===== config.mk =====
export PLATFORM = sky130hd
export DESIGN_NAME = branch_target_arbiter_flat
export DESIGN_NICKNAME = d
export VERILOG_FILES = /design/src/rtl/branch_pkg.sv /design/src/rtl/branch_target_arbiter_if.sv /design/src/rtl/target_calc.sv /design/src/rtl/branch_target_arbiter.sv /design/src/flat_wrapper.sv
export SDC_FILE = /design/constraint.sdc
export NUM_CORES = 1
export LEC_CHECK = 0
export BUFFER_PORTS_ARGS = -buffer_cell sky130_fd_sc_hd__buf_4
export CELL_PAD_IN_SITES_DETAIL_PLACEMENT = 1
export CELL_PAD_IN_SITES_GLOBAL_PLACEMENT = 2
export CORE_ASPECT_RATIO = 1.1
export CORE_UTILIZATION = 35
export CTS_CLUSTER_DIAMETER = 80
export DETAILED_ROUTE_END_ITERATION = 7
export PLACE_DENSITY_LB_ADDON = 0.1
export SKIP_LAST_GASP = 1
export SLEW_MARGIN = 30
export SYNTH_ARGS = -nofsm -noshare
export SYNTH_HDL_FRONTEND = slang
export SYNTH_HIERARCHICAL = 1
export SYNTH_SLANG_ARGS = --single-unit

===== constraint.sdc =====
create_clock -name clk -period 7.45 [get_ports clk]
set_clock_uncertainty 0.05 [all_clocks]
set_input_delay 0.3725 -clock clk [delete_from_list [all_inputs] [get_ports clk]]
set_output_delay 0.3725 -clock clk [all_outputs]
set_load 0.05 [all_outputs]

===== src/rtl/branch_pkg.sv =====
// branch_pkg: shared widths and owner encodings for the branch target arbiter
package branch_pkg;
  localparam int PC_W = 32;
  localparam int JUMP_IDX_W = 26;
  typedef logic owner_t;
  localparam owner_t OWNER_P0 = 1'b0;
  localparam owner_t OWNER_P1 = 1'b1;
endpackage


===== src/rtl/branch_target_arbiter_if.sv =====
// branch_target_arbiter_if: request/response bundle between both issue pipes and the arbiter
interface branch_target_arbiter_if #(parameter int TAG_W = 4);
  import branch_pkg::*;
  logic req0_valid, req0_ready, req0_jump, flush0, resp0_valid, resp0_ready;
  logic req1_valid, req1_ready, req1_jump, flush1, resp1_valid, resp1_ready;
  logic [PC_W-1:0] req0_pc4, req0_imm, resp0_target, req1_pc4, req1_imm, resp1_target;
  logic [TAG_W-1:0] req0_tag, resp0_tag, req1_tag, resp1_tag;
  logic busy;
  modport master (
    output req0_valid, req0_pc4, req0_imm, req0_jump, req0_tag, flush0, resp0_ready,
    output req1_valid, req1_pc4, req1_imm, req1_jump, req1_tag, flush1, resp1_ready,
    input req0_ready, resp0_valid, resp0_target, resp0_tag,
    input req1_ready, resp1_valid, resp1_target, resp1_tag, busy
  );
  modport slave (
    input req0_valid, req0_pc4, req0_imm, req0_jump, req0_tag, flush0, resp0_ready,
    input req1_valid, req1_pc4, req1_imm, req1_jump, req1_tag, flush1, resp1_ready,
    output req0_ready, resp0_valid, resp0_target, resp0_tag,
    output req1_ready, resp1_valid, resp1_target, resp1_tag, busy
  );
endinterface


===== src/rtl/target_calc.sv =====
// target_calc: PC-relative branch or pseudo-direct jump target
module target_calc import branch_pkg::*; (
  input  logic [PC_W-1:0] pc4_i,
  input  logic [PC_W-1:0] imm_i,
  input  logic            jump_i,
  output logic [PC_W-1:0] target_o
);
  always_comb target_o = jump_i ? {pc4_i[PC_W-1:JUMP_IDX_W+2], imm_i[JUMP_IDX_W-1:0], 2'b00}
                                : pc4_i + {imm_i[PC_W-3:0], 2'b00};
endmodule


===== src/rtl/branch_target_arbiter.sv =====
// branch_target_arbiter: round-robin share of one target calculator between two pipes,
// two registered stages (capture, result) with per-pipe flush and head-of-line stall.
module branch_target_arbiter import branch_pkg::*; #(parameter int TAG_W = 4) (
  input logic clk,
  input logic reset,
  branch_target_arbiter_if.slave bus
);
  logic s1_valid_q, s1_valid_d, s2_valid_q, s2_valid_d, s1_jump_q, s1_jump_d;
  owner_t s1_owner_q, s1_owner_d, s2_owner_q, s2_owner_d, last_grant_q, last_grant_d;
  logic [PC_W-1:0] s1_pc4_q, s1_pc4_d, s1_imm_q, s1_imm_d, s2_target_q, s2_target_d, s1_target;
  logic [TAG_W-1:0] s1_tag_q, s1_tag_d, s2_tag_q, s2_tag_d;
  logic [1:0] flush, rready, elig;
  logic s1_live, s2_live, s2_free, s1_free, gnt1, accept;
  target_calc u_calc (.pc4_i(s1_pc4_q), .imm_i(s1_imm_q), .jump_i(s1_jump_q), .target_o(s1_target));
  always_comb begin
    flush = {bus.flush1, bus.flush0};
    rready = {bus.resp1_ready, bus.resp0_ready};
    elig = {bus.req1_valid & ~bus.flush1, bus.req0_valid & ~bus.flush0};
    // a flushed entry frees its slot in the same cycle so the pipe can refill
    s1_live = s1_valid_q & ~flush[s1_owner_q];
    s2_live = s2_valid_q & ~flush[s2_owner_q];
    s2_free = ~s2_live | rready[s2_owner_q];
    s1_free = ~s1_live | s2_free;
    gnt1 = elig[1] & (~elig[0] | last_grant_q == OWNER_P0);
    accept = |elig & s1_free & ~reset;
    s2_valid_d = s2_free ? s1_live : s2_valid_q;
    s2_owner_d = s2_free ? s1_owner_q : s2_owner_q;
    s2_target_d = s2_free & s1_live ? s1_target : s2_target_q;
    s2_tag_d = s2_free & s1_live ? s1_tag_q : s2_tag_q;
    s1_valid_d = s1_free ? accept : s1_valid_q;
    s1_owner_d = accept ? owner_t'(gnt1) : s1_owner_q;
    s1_pc4_d = accept ? (gnt1 ? bus.req1_pc4 : bus.req0_pc4) : s1_pc4_q;
    s1_imm_d = accept ? (gnt1 ? bus.req1_imm : bus.req0_imm) : s1_imm_q;
    s1_jump_d = accept ? (gnt1 ? bus.req1_jump : bus.req0_jump) : s1_jump_q;
    s1_tag_d = accept ? (gnt1 ? bus.req1_tag : bus.req0_tag) : s1_tag_q;
    last_grant_d = accept ? owner_t'(gnt1) : last_grant_q;
    bus.req0_ready = elig[0] & ~gnt1 & s1_free & ~reset;
    bus.req1_ready = gnt1 & s1_free & ~reset;
    bus.resp0_valid = s2_valid_q & s2_owner_q == OWNER_P0;
    bus.resp1_valid = s2_valid_q & s2_owner_q == OWNER_P1;
    bus.resp0_target = s2_target_q;
    bus.resp1_target = s2_target_q;
    bus.resp0_tag = s2_tag_q;
    bus.resp1_tag = s2_tag_q;
    bus.busy = s1_valid_q | s2_valid_q;
  end
  always_ff @(posedge clk or posedge reset)
    if (reset) begin
      s1_valid_q <= 1'b0;
      s1_owner_q <= OWNER_P0;
      s1_pc4_q <= '0;
      s1_imm_q <= '0;
      s1_jump_q <= 1'b0;
      s1_tag_q <= '0;
      s2_valid_q <= 1'b0;
      s2_owner_q <= OWNER_P0;
      s2_target_q <= '0;
      s2_tag_q <= '0;
      last_grant_q <= OWNER_P1;
    end else begin
      s1_valid_q <= s1_valid_d;
      s1_owner_q <= s1_owner_d;
      s1_pc4_q <= s1_pc4_d;
      s1_imm_q <= s1_imm_d;
      s1_jump_q <= s1_jump_d;
      s1_tag_q <= s1_tag_d;
      s2_valid_q <= s2_valid_d;
      s2_owner_q <= s2_owner_d;
      s2_target_q <= s2_target_d;
      s2_tag_q <= s2_tag_d;
      last_grant_q <= last_grant_d;
    end
endmodule

===== src/flat_wrapper.sv =====
// flat-port wrapper written by rule: the top's interface ports become plain ports
module branch_target_arbiter_flat import branch_pkg::*;
#(parameter int TAG_W = 4)
  (clk, reset, bus_req0_valid, bus_req0_pc4, bus_req0_imm, bus_req0_jump, bus_req0_tag, bus_flush0, bus_resp0_ready, bus_req1_valid, bus_req1_pc4, bus_req1_imm, bus_req1_jump, bus_req1_tag, bus_flush1, bus_resp1_ready, bus_req0_ready, bus_resp0_valid, bus_resp0_target, bus_resp0_tag, bus_req1_ready, bus_resp1_valid, bus_resp1_target, bus_resp1_tag, bus_busy);
  branch_target_arbiter_if #(.TAG_W(TAG_W)) bus_i ();
  input logic clk;
  input logic reset;
  input wire logic [$bits(bus_i.req0_valid)-1:0] bus_req0_valid;
  input wire logic [$bits(bus_i.req0_pc4)-1:0] bus_req0_pc4;
  input wire logic [$bits(bus_i.req0_imm)-1:0] bus_req0_imm;
  input wire logic [$bits(bus_i.req0_jump)-1:0] bus_req0_jump;
  input wire logic [$bits(bus_i.req0_tag)-1:0] bus_req0_tag;
  input wire logic [$bits(bus_i.flush0)-1:0] bus_flush0;
  input wire logic [$bits(bus_i.resp0_ready)-1:0] bus_resp0_ready;
  input wire logic [$bits(bus_i.req1_valid)-1:0] bus_req1_valid;
  input wire logic [$bits(bus_i.req1_pc4)-1:0] bus_req1_pc4;
  input wire logic [$bits(bus_i.req1_imm)-1:0] bus_req1_imm;
  input wire logic [$bits(bus_i.req1_jump)-1:0] bus_req1_jump;
  input wire logic [$bits(bus_i.req1_tag)-1:0] bus_req1_tag;
  input wire logic [$bits(bus_i.flush1)-1:0] bus_flush1;
  input wire logic [$bits(bus_i.resp1_ready)-1:0] bus_resp1_ready;
  output wire logic [$bits(bus_i.req0_ready)-1:0] bus_req0_ready;
  output wire logic [$bits(bus_i.resp0_valid)-1:0] bus_resp0_valid;
  output wire logic [$bits(bus_i.resp0_target)-1:0] bus_resp0_target;
  output wire logic [$bits(bus_i.resp0_tag)-1:0] bus_resp0_tag;
  output wire logic [$bits(bus_i.req1_ready)-1:0] bus_req1_ready;
  output wire logic [$bits(bus_i.resp1_valid)-1:0] bus_resp1_valid;
  output wire logic [$bits(bus_i.resp1_target)-1:0] bus_resp1_target;
  output wire logic [$bits(bus_i.resp1_tag)-1:0] bus_resp1_tag;
  output wire logic [$bits(bus_i.busy)-1:0] bus_busy;
  assign bus_i.req0_valid = bus_req0_valid;
  assign bus_i.req0_pc4 = bus_req0_pc4;
  assign bus_i.req0_imm = bus_req0_imm;
  assign bus_i.req0_jump = bus_req0_jump;
  assign bus_i.req0_tag = bus_req0_tag;
  assign bus_i.flush0 = bus_flush0;
  assign bus_i.resp0_ready = bus_resp0_ready;
  assign bus_i.req1_valid = bus_req1_valid;
  assign bus_i.req1_pc4 = bus_req1_pc4;
  assign bus_i.req1_imm = bus_req1_imm;
  assign bus_i.req1_jump = bus_req1_jump;
  assign bus_i.req1_tag = bus_req1_tag;
  assign bus_i.flush1 = bus_flush1;
  assign bus_i.resp1_ready = bus_resp1_ready;
  assign bus_req0_ready = bus_i.req0_ready;
  assign bus_resp0_valid = bus_i.resp0_valid;
  assign bus_resp0_target = bus_i.resp0_target;
  assign bus_resp0_tag = bus_i.resp0_tag;
  assign bus_req1_ready = bus_i.req1_ready;
  assign bus_resp1_valid = bus_i.resp1_valid;
  assign bus_resp1_target = bus_i.resp1_target;
  assign bus_resp1_tag = bus_i.resp1_tag;
  assign bus_busy = bus_i.busy;
  branch_target_arbiter #(.TAG_W(TAG_W)) u_core (.clk(clk), .reset(reset), .bus(bus_i));
endmodule

==> results list, run 1 <==
* Outcome: completed
- The worst-case IR drop observed on VDD is 0.289 mV.
- Number of buffers inserted by post-CTS setup repair: 0
- Area of the core region: 0.0199 mm2
* Antenna diodes: 0
* Fill cells: 2186
- The count of buffers added on input and output ports is 218.
- Count of standard-cell rows: 54
- Gp weighted congestion: approximately 0.79
* Latest clock arrival within the worst-skew pair: 0.35 ns
- Maximum number of pins on one net before global-route repair: 59
- Total setup violations reported at the end of the flow: 0
- Syn_nets: slightly above 800
- For this design, the slowest cell found on the critical path is sky130_fd_sc_hd__a221oi_2.
- Critical Path Source Type: flip-flop
- Counting the buffers created by CTS gives 9.
- Tot Pwr: 3.44 mW
* CP Buf/Inv Count: 0
- TritonCTS built the clock tree.
- Data arrival time at the worst-slack endpoint: 3.66 ns
* PwrDens: between 300 and 400 mW/mm2
- The initial utilization of the core area, before any placement, comes to 35.8%.
- Fmax: 293 MHz
- Counting every instance in the synthesized netlist gives about 640.
- The tightest min-delay check is of the input pin to asynchronous set/reset pin type.
- Remaining antenna violation count: 0
- Number of max-slew violations in the final report: 0
* Required time worst endpoint: 7.69 ns
- Total GRT Usage: 18.0%
- In this design, the stage delay of the slowest critical-path cell is roughly 0.47 ns.
- Crit end category: flip-flop
- Routed vias: 5457
* Critical path class: flip-flop to flip-flop
- Area of all sequential standard cells: 0.00271 mm2
* Number of nets in the layout: 990
- Antenna violations before repair: 0
- Detailed-route vias per instance: 5.10
* Die area: 0.0209 mm2
- The number of global-route vias before repair is 5652.
- The pre-antenna-repair detailed-routing pass consisted of 4 iterations.
- Utilization of the core after routing: 45.5%
* Remaining design rule violation count: 0
- The longest clock path from root to sink contains 2 buffers.
- In this run, the number of DRC markers left after iteration 0 of detailed routing was 124.
- In this run the static leakage power is 4.16 nW.
* Layout-stage area growth over the synthesis result: 26.8%
- Die width: roughly 140 um
* Final hold vios: 0
- Area of combinational cells with multiple inputs: 0.00394 mm2
- Transition time of the tightest slew-check pin: 0.736 ns
- Clock Tree Root: sky130_fd_sc_hd__clkbuf_16
* Largest fanout on the critical path: 4
- Maximum capacitance violations: 0
- Gr ovfl total: 0
* Cell-by-cell listing of the critical path: ha_1 > fa_1 > a21o_1 > a221oi_2 > o41ai_1 > o31a_1 > o21ai_2 > a311oi_1 > o21a_1 > o31ai_1 > mux2_2
* Resize count post-CTS: 0
- Relative slew slack: 51.0%
- The routed design could run at a clock period as short as roughly 3.4 ns.
* Cell area after technology mapping: 0.00712 mm2
- Of the available clock period, the critical path in the final layout requires between 40% and 50%.
- Setup repair after global routing left no endpoint under its margin.
- The average instance in the mapped netlist occupies roughly 11 um2.
- Wires add up to about 18000 um.
* HPWL after DPL: ~14000 um
* Fraction of layout instances using a drive strength above 1: 51.6%
- In this run the cell area measured after placement is just under 0.009 mm2.
* Final std cell area, no fill: 0.00903 mm2
* Level count of the clock H-tree: 3
- Measured along the y axis, the die boundary spans between 150 and 200 um.
- Global-route wire length before repair: 29200 um
- Pin placement for this block handled 223 I/O pins.
- Buffers inserted to repair hold after CTS numbered 0.
- Number of warnings issued by yosys: 6
- Clock-pin slew on the worst setup and hold paths: approximately 0.070 ns
* Total clock sinks: 108
- Routed length per instance: about 17 um
- Dominant delay contributor by cell family on the critical path: compound AO/OA/AOI/OAI gates
- Total negative slack: 0 ns
-- per-layer routing --
| layer | track usage, % | up-vias | part of all wire, % |
|---|---|---|---|
| li1 | - | 2628 | - |
| met1 | 21.8 | 2684 | 42 |
| met2 | 32.2 | 126 | 52 |
| met3 | 2.33 | 19 | 3.5 |
| met4 | 6.52 | 0 | 1.9 |
| met5 | 0 | - | 0 |
-- flip-flops by register name, summed over array words and instances, names as in the netlist --
signal	cells
u_core/s1_owner_q	1
u_core/s1_jump_q	1
u_core/last_grant_q	1
u_core/s1_tag_q	4
u_core/s2_valid_q	1
u_core/s1_valid_q	1
u_core/s1_imm_q	30
u_core/s2_owner_q	1
u_core/bus.resp0_tag	4
u_core/bus.resp0_target	32
u_core/s1_pc4_q	32
-- through the flow --
step / cells / hold WS (ns) / worst slack [ns]
finish: 1071 / 0.0998 / 4.04
global placement: 1053 / 0.434 / 4.12
global route: 1071 / 0.167 / 3.83
detailed placement: 1054 / 0.441 / 4.07
CTS: 1070 / 0.132 / 4.05
floorplan: 643 / 0.423 / 2.42
-- layout by cell type, fill, tap and decap left out, types with 9 or more instances in the layout --
cell and n:
sky130_fd_sc_hd__a21o_1 14, sky130_fd_sc_hd__a21oi_1 33, sky130_fd_sc_hd__buf_4 220, sky130_fd_sc_hd__clkbuf_16 9, sky130_fd_sc_hd__dfrtp_1 106, sky130_fd_sc_hd__ha_1 29
sky130_fd_sc_hd__inv_1 10, sky130_fd_sc_hd__mux2_2 163, sky130_fd_sc_hd__mux2_4 10, sky130_fd_sc_hd__nand2_1 47, sky130_fd_sc_hd__nor2_1 14, sky130_fd_sc_hd__o21ai_0 33
sky130_fd_sc_hd__xnor2_1 11, sky130_fd_sc_hd__xor2_1 11
-- final cells by class --
type,count,area share (%)
sequential,108,30.0
multi-input combinational,462,43.7
timing repair buffer,222,18.8
clock buffer,12,2.73
inverter,11,0.485
tap,252,3.49
clock inverter,4,0.818
-- worst reg2reg max path: cells and delay by family (launching register included) --
| kind | cells | cell delay [ns] |
|---|---|---|
| AO/OA/AOI/OAI | 8 | 2.07 |
| adder cells (fa/ha/maj) | 2 | 0.66 |
| flip-flops | 1 | 0.39 |
| multiplexers | 1 | 0.18 |
-- final timing paths --
check,start,end,slack (ns),cells after the start
setup / recovery,u_core/s1_pc4_q[2],u_core/bus.resp0_target[30],4.04,11
min in group clk,bus_resp1_ready,u_core/s2_owner_q,0.25,3
setup reg to reg,u_core/s1_pc4_q[2],u_core/bus.resp0_target[30],4.04,11
max in group asynchronous,reset,u_core/bus.resp0_target[10],6.10,3
hold / removal,reset,u_core/s1_owner_q,0.1,2
hold reg to reg,u_core/s1_tag_q[2],u_core/s1_tag_q[2],0.45,1
-- report_power, final --
group | internal (mW) | leakage, nW | total [mW] | switching (mW)
registers | 0.764 | 1.29 | 0.929 | 0.165
clock network | 0.305 | 0.157 | 0.522 | 0.217
logic | 0.741 | 2.72 | 1.99 | 1.25
Note: power is estimated with default switching activity, not from simulation.
==> inputs of run 2 (changes only) <==
- ABC_AREA: default -> 1
- CORE_UTILIZATION: 35 -> 28
- clock period: 7.45 -> 3.2 ns (I/O delays scaled with it)
==> run 2 against run 1 <==
Effect of this change:
- count of clock-buffer cells in the layout fell by 1
- global-route usage rose by 2.6 points
- register-to-register slack got worse by 3.4 ns
- largest cell class unchanged
- power rose by 120%
- die area rose by 41%
- design area rose by 12%
==> results list, run 2 <==
- Outcome: completed (unchanged)
* Count of standard-cell rows: 64 (was 54)
* VDD IR max: 0.433 mV (was 0.289 mV)
- The clock sink count is 108 (unchanged).
- Total setup violations reported at the end of the flow: 0 (unchanged)
- The footprint of the flip-flops and latches was 0.00270 mm2 (was 0.00271 mm2).
- Cell-by-cell listing of the critical path: nand2_1 > nand2_1 > nor2_4 > nand3_2 > nand3_1 > inv_1 > buf_4 (was ha_1 > fa_1 > a21o_1 > a221oi_2 > o41ai_1 > o31a_1 > o21ai_2 > a311oi_1 > o21a_1 > o31ai_1 > mux2_2)
- Number of global-route vias before repair: 8668 (was 5652)
* Number of warnings issued by yosys: 6 (unchanged)
- The aggregate global-route resource usage is 20.6% (was 18.0%).
- Top-Level Pins: 223 (unchanged)
- The critical path required time was 2.99 ns (was 7.69 ns).
- Gr ovfl total: 0 (unchanged)
- Total negative slack: 0 ns (unchanged)
- Reg2Reg Setup Slack: 0.64 ns (was 4.04 ns)
* Maximum number of pins on one net before global-route repair: 75 (was 59)
- Clock-pin slew on the worst setup and hold paths: 0.08 ns (was 0.07 ns)
- The total DRC errors in the routed layout came to 0 (unchanged).
- The share of layout cells above drive strength 1 came to 18.9% (was 51.6%).
- Die span in y: 180 um (was 152 um)
- The endpoint of the lowest-slack register-to-register path was u_core/bus.resp0_target[8] (was u_core/bus.resp0_target[30]).
- The number of cells on the worst reg-to-reg path was 11 (unchanged).
* Number of buffers added by the clock tree synthesis step: 9 (unchanged)
- The critical path launch point type is a flip-flop (unchanged).
- Total Wirelength: 29400 um (was 18200 um)
- 1st-iter DRT viols: 337 (was 124)
* Global-route wire length before repair: 47100 um (was 29200 um)
- Most frequent cells in the layout: sky130_fd_sc_hd__nand2_1 (599), sky130_fd_sc_hd__buf_4 (230), sky130_fd_sc_hd__nand3_1 (219), sky130_fd_sc_hd__dfrtp_1 (107), sky130_fd_sc_hd__inv_1 (103) (was sky130_fd_sc_hd__buf_4 (220), sky130_fd_sc_hd__mux2_2 (163), sky130_fd_sc_hd__dfrtp_1 (106), sky130_fd_sc_hd__nand2_1 (47))
* Setup repair after global routing missed its margin: false (unchanged)
* Relative slew slack: 39.0% (was 51.0%)
- The clock latency on the worst-skew pair was 0.37 ns (was 0.35 ns).
- Maximum capacitance violations: 0 (unchanged)
* Largest fanout on the critical path: 24 (was 4)
- The width of the die came to 164 um (was 138 um).
* Area of combinational cells with multiple inputs: 0.00444 mm2 (was 0.00394 mm2)
* Pleak: 5.89 nW (was 4.16 nW)
- Static timing analysis puts the maximum clock frequency at 371 MHz.
* Critical path class: flip-flop to output pin (was flip-flop to flip-flop)
- The total via count after detailed routing was 8399 (was 5457).
* Pre-Repair DR Iteration Count: 4 (unchanged)
- Layout-stage area growth over the synthesis result: 24.7% (was 26.8%)
* HPWL after DPL: 22500 um (was 13800 um)
* Level count of the clock H-tree: 3 (unchanged)
- The power per cell area came to 751 mW/mm2 (was 381 mW/mm2).
* Starting density of the core: 28.7% (was 35.8%)
- Die area: 0.0295 mm2 (was 0.0209 mm2)
- The fill cell total of the finished layout was 3616 (was 2186).
* Path type of the worst min-delay path: input pin to flip-flop (was input pin to asynchronous set/reset pin)
- Buffers from clock root to sink, at most: 2 (unchanged)
- The synthesized netlist net count is 1460 (was 819).
* Cell count after synthesis: 1284 (was 643)
* Synthesized area divided by synthesized cell count: 6.29 um2 (was 11.1 um2)
* Routed length per instance: 16.3 um (was 17.0 um)
- Antenna violations before repair: 0 (unchanged)
* Critical path's largest stage delay: 0.56 ns (was 0.47 ns)
- Final period demand of the worst path: 2.70 ns
- Clock Tree Root: sky130_fd_sc_hd__clkbuf_16 (unchanged)
- Area of the core region: 0.0281 mm2 (was 0.0199 mm2)
- Data arrival time at the worst-slack endpoint: 2.49 ns (was 3.66 ns)
- Number of nets in the layout: 1608 (was 990)
* Antenna diodes: 0 (unchanged)
- Clock tree from TritonCTS: yes (unchanged)
- The placer congestion estimate is 0.826 (was 0.786).
- The number of buffers added on ports is 218 (unchanged).
- Along the worst hold path, the cell count comes to 5.
- In this design, the critical path's most frequently occurring cell is sky130_fd_sc_hd__nand2_1.
- Resize count post-CTS: 0 (unchanged)
- Hold Path Origin: bus_req0_pc4[1]
- Final hold vios: 0 (unchanged)
* Crit end category: output pin (was flip-flop)
* Critical-path top delay cell: sky130_fd_sc_hd__nand3_2 (was sky130_fd_sc_hd__a221oi_2)
* Transition time of the tightest slew-check pin: 0.912 ns (was 0.736 ns)
- The startpoint of the most critical register-to-register path is u_core/s1_pc4_q[2] (unchanged).
* Share of the clock period used by the worst path: 84.3%
- Number of max-slew violations in the final report: 0 (unchanged)
- The worst hold path terminates at u_core/s1_pc4_q[1].
- The most frequent standard cell in the layout excluding fill and tap cells is sky130_fd_sc_hd__nand2_1 (was sky130_fd_sc_hd__buf_4).
- The remaining antenna violation count is 0 (unchanged).
- Detailed-route vias per instance: 4.67 (was 5.10)
* Cell area after technology mapping: 0.00808 mm2 (was 0.00712 mm2)
- The worst hold slack after final layout came to 0.0669 ns (was 0.0998 ns).
## run 2: how the worst max path moves through the flow
stage | start | end | cells after the start
global route | u_core/s1_owner_q | bus_req1_ready | 7
detailed placement | u_core/s1_pc4_q[2] | u_core/bus.resp0_target[8] | 11
finish | u_core/s1_owner_q | bus_req1_ready | 7
CTS | u_core/s1_owner_q | bus_req1_ready | 7
floorplan | reset | bus_req1_ready | 3
global placement | u_core/s1_pc4_q[2] | u_core/bus.resp0_target[8] | 11
## run 2: routing by layer
metal	share of wire (%)	global-route usage, %	vias up
met3	4.5	3.43	19
met5	0	0	-
li1	-	-	4275
met1	50	29.5	3939
met4	1.1	4.44	0
met2	44	32.2	166
## run 2: where the power goes
part,internal [mW],total [mW],switching [mW]
clock,0.692,1.24,0.547
sequential,1.73,2.06,0.329
combinational,1.29,4.27,2.98
total,3.71,7.57,3.86
## run 2: layout make-up
cell class / instances / share of cell area (%)
clock buffer: 11 / 2.31
clock inverter: 5 / 0.844
inverter: 105 / 3.95
multi-input combinational: 975 / 44.0
sequential: 108 / 26.8
tap: 363 / 4.51
timing repair buffer: 233 / 17.5
## run 2: through the flow
step	instance area, um2	total power, mW	utilization (%)	setup slack, ns	std cells
2_1_floorplan	8080	5.27	-	0.576	1284
3_3_place_gp	9750	6.34	34.7	0.689	1783
3_5_place_dp	9750	6.39	34.7	0.655	1783
4_1_cts	10100	7.66	35.9	0.429	1800
5_1_grt	10100	8.07	35.9	0.241	1800
6_report	10100	7.57	35.9	0.502	1800
## run 2: worst max-delay path: cells and delay by family (launching register included)
family	cells	cell delay (ns)
AND/OR/NAND/NOR	5	1.44
buffers and inverters	2	0.25
flip-flops	1	0.43
## run 2: repair_timing
action                     4_1_cts  5_1_grt
setup endpoints to repair        0        0
setup buffers                    0        0
hold endpoints to repair        34        0
hold buffers                     1        0
==> inputs of run 3 (changes only) <==
- CORE_UTILIZATION: 28 -> 25
- clock period: 3.2 -> 2.25 ns (I/O delays scaled with it)
==> run 3 against run 2 <==
Effect of this change:
- sequential power up 43%
- global-route usage fell by 1.6 points
- worst setup slack worse by 0.37 ns
- critical path depth is 1 lower
- non-clock buffer count increased by 29
- design area is 6.1% higher
- count of clock-buffer cells in the layout decreased by 1
- via count rose by 1.7%
- register-to-register slack worse by 0.50 ns
- flip-flop and latch count stayed put
==> results list, run 3 (synthesis results as in run 2) <==
- The startpoint of the worst setup timing path is u_core/last_grant_q (was u_core/s1_owner_q).
* PwrDens: 1040 mW/mm2 (was 751 mW/mm2)
* Antenna violations before repair: 0 (unchanged)
- Critical path's largest stage delay: 0.55 ns (was 0.56 ns)
* Most frequent cells in the layout: sky130_fd_sc_hd__nand2_1 (587), sky130_fd_sc_hd__buf_4 (251), sky130_fd_sc_hd__nand3_1 (213), sky130_fd_sc_hd__dfrtp_1 (107), sky130_fd_sc_hd__inv_1 (103) (was sky130_fd_sc_hd__nand2_1 (599), sky130_fd_sc_hd__buf_4 (230), sky130_fd_sc_hd__nand3_1 (219), sky130_fd_sc_hd__dfrtp_1 (107), sky130_fd_sc_hd__inv_1 (103))
* Detailed-route vias per instance: 4.53 (was 4.67)
- The placement row count was 68 (was 64).
- The worst hold path class was input pin to flip-flop (unchanged).
* Final hold vios: 0 (unchanged)
* Setup repair after global routing missed its margin: true (was false)
- Area of combinational cells with multiple inputs: 0.00469 mm2 (was 0.00444 mm2)
* Total GRT Usage: 19.0% (was 20.6%)
* 1st-iter DRT viols: 291 (was 337)
- Clock Tree Root: sky130_fd_sc_hd__clkbuf_16 (unchanged)
- The number of global-route vias before repair came to 8688 (was 8668).
* Critical-path top delay cell: sky130_fd_sc_hd__dfstp_2 (was sky130_fd_sc_hd__nand3_2)
- Number of nets in the layout: 1637 (was 1608)
- Relative slew slack: 49.8% (was 39.0%)
* Number of buffers inserted by post-CTS setup repair: 0 (unchanged)
- The fill cell total of the finished layout was 4050 (was 3616).
- The end-of-flow core utilization is 33.9% (was 35.9%).
- The number of pins exceeding their max-slew limit in the final report came to 0 (unchanged).
- Top-Level Pins: 223 (unchanged)
* Total negative slack: 0 ns (unchanged)
- Die span in y: 191 um (was 180 um)
- The number of buffers added on ports came to 218 (unchanged).
- The instance count after placement with tap cells included came to 1866 (was 1783).
- Outcome: completed (unchanged).
- The most frequent standard cell in the layout excluding fill and tap cells was sky130_fd_sc_hd__nand2_1 (unchanged).
- The worst-case setup margin in the final layout was 0.131 ns (was 0.502 ns).
* Latest clock arrival within the worst-skew pair: 0.37 ns (about the same)
* Area of all sequential standard cells: 0.00270 mm2 (unchanged)
- The critical path launch point type was a flip-flop (unchanged).
* Path depth of the worst reg2reg path: 11 (unchanged)
- Total clock sinks: 108 (unchanged)
* Total Wirelength: 30700 um (was 29400 um)
- The maximum buffer depth of the clock tree was 2 (unchanged).
* Maximum capacitance violations: 0 (unchanged)
* HPWL after DPL: 23600 um (was 22500 um)
- Layout-stage area growth over the synthesis result: 32.4% (was 24.7%)
- The endpoint of the worst setup timing path is bus_req0_ready (was bus_req1_ready).
- The worst path uses between 90 and 100% of the clock period.
- The width of the die came to 173 um (was 164 um).
* Fmax: 472 MHz
- The number of endpoints failing setup at the final stage is 0 (unchanged).
* Pleak: 6.08 nW (was 5.89 nW)
- The area enclosed by the die boundary came to 0.0330 mm2 (was 0.0295 mm2).
- Cell Count, Final, Fillers Out: 1886 (was 1800)
* Cell-by-cell listing of the critical path: nand3_2 > nand2_2 > buf_12 > nand3_1 > inv_1 > buf_4 (was nand2_1 > nand2_1 > nor2_4 > nand3_2 > nand3_1 > inv_1 > buf_4)
- The total DRC errors in the routed layout was 0 (unchanged).
- The share of layout cells above drive strength 1 is 23.9% (was 18.9%).
- Reg2Reg Setup Slack: 0.14 ns (was 0.64 ns)
- The placer congestion estimate was 0.806 (was 0.826).
* Crit end category: output pin (unchanged)
- Routed length per instance: 16.3 um (about the same)
- Final std cell area, no fill: 0.0107 mm2 (was 0.0101 mm2)
* Minimum setup slack after placement: 0.00958 ns (was 0.655 ns)
- Launch instance of the worst register-to-register path: u_core/s1_pc4_q[2] (unchanged)
- Global-route wire length before repair: 48700 um (was 47100 um)
- Maximum number of pins on one net before global-route repair: 68 (was 75)
- Gr ovfl total: 0 (unchanged)
* Number of buffers added by the clock tree synthesis step: 9 (unchanged)
* Final period demand of the worst path: 2.12 ns
* Transition time of the tightest slew-check pin: 0.753 ns (was 0.912 ns)
* Antenna diodes: 0 (unchanged)
* Largest fanout on the critical path: 21 (was 24)
* Level count of the clock H-tree: 3 (unchanged)
- The placed standard-cell area is 0.0101 mm2 (was 0.00975 mm2).
* Remaining antenna violation count: 0 (unchanged)
- VDD IR max: 0.706 mV (was 0.433 mV)
* Routed vias: 8541 (was 8399)
- The critical path arrival is 1.96 ns (was 2.49 ns).
- The initial core utilization is 25.6% (was 28.7%).
* Critical path class: flip-flop to output pin (unchanged)
- Clock tree from TritonCTS: yes (unchanged)
- Pre-Repair DR Iteration Count: 4 (unchanged)
- The clock transition at the register clock pins on the worst setup and hold paths after CTS is 0.08 ns (about the same).
* Required time worst endpoint: 2.09 ns (was 2.99 ns)
* Area of the core region: 0.0316 mm2 (was 0.0281 mm2)
- End of the worst register-to-register path: u_core/bus.resp0_target[8] (unchanged)
==> run 3: area by class of cell <==
type,instances,share of cell area (%)
Clock buffer,10,2.23
Tap cell,420,4.91
Sequential cell,108,25.3
Clock inverter,6,0.667
Multi-Input combinational cell,975,43.9
Timing Repair Buffer,262,19.3
Inverter,105,3.72
==> run 3: worst max-delay path, delay by kind of cell (launching register included) <==
kind	cells	cell delay (ns)
simple gates	3	0.56
flops	1	0.55
buf+inv	3	0.48
==> run 3: layer usage <==
metal	wire length, um	global-route usage, %	vias to the layer above
met3	1130	2.11	15
met1	15500	27.5	4009
met5	0	0	-
li1	-	-	4343
met4	328	4.97	0
met2	13800	30.0	174
==> run 3: worst min-delay path by stage <==
stage | start | end | slack [ns] | cells after the start
floorplan | bus_req0_jump | u_core/s1_jump_q | 0.29 | 4
global placement | reset | u_core/s1_pc4_q[4] | 0.39 | 3
detailed placement | reset | u_core/bus.resp0_target[2] | 0.40 | 3
CTS | bus_req0_pc4[6] | u_core/s1_pc4_q[6] | 0.0003 | 5
global route | bus_req0_pc4[5] | u_core/s1_pc4_q[5] | 0.03 | 5
finish | bus_req0_pc4[6] | u_core/s1_pc4_q[6] | 0.009 | 5
==> run 3: what timing repair did <==
item                                   4_1_cts  5_1_grt
pin swaps                                    0        1
hold buffers                                 4        0
setup endpoints to repair                    3       25
endpoints found under the hold margin       36        0
resized for setup                            3       57
==> run 3: report_power, final <==
| part | internal [mW] | total (mW) | switching (mW) |
|---|---|---|---|
| logic | 2.07 | 6.45 | 4.37 |
| registers | 2.46 | 2.94 | 0.481 |
| clock network | 0.908 | 1.73 | 0.827 |
==> run 3: stage by stage <==
step / power [mW] / hold slack, ns
after floorplan: 7.50 / 0.292
after global placement: 9.23 / 0.390
after detailed placement: 9.28 / 0.396
after CTS: 11.1 / 0.000333
after global routing: 11.9 / 0.0300
final: 11.1 / 0.00892
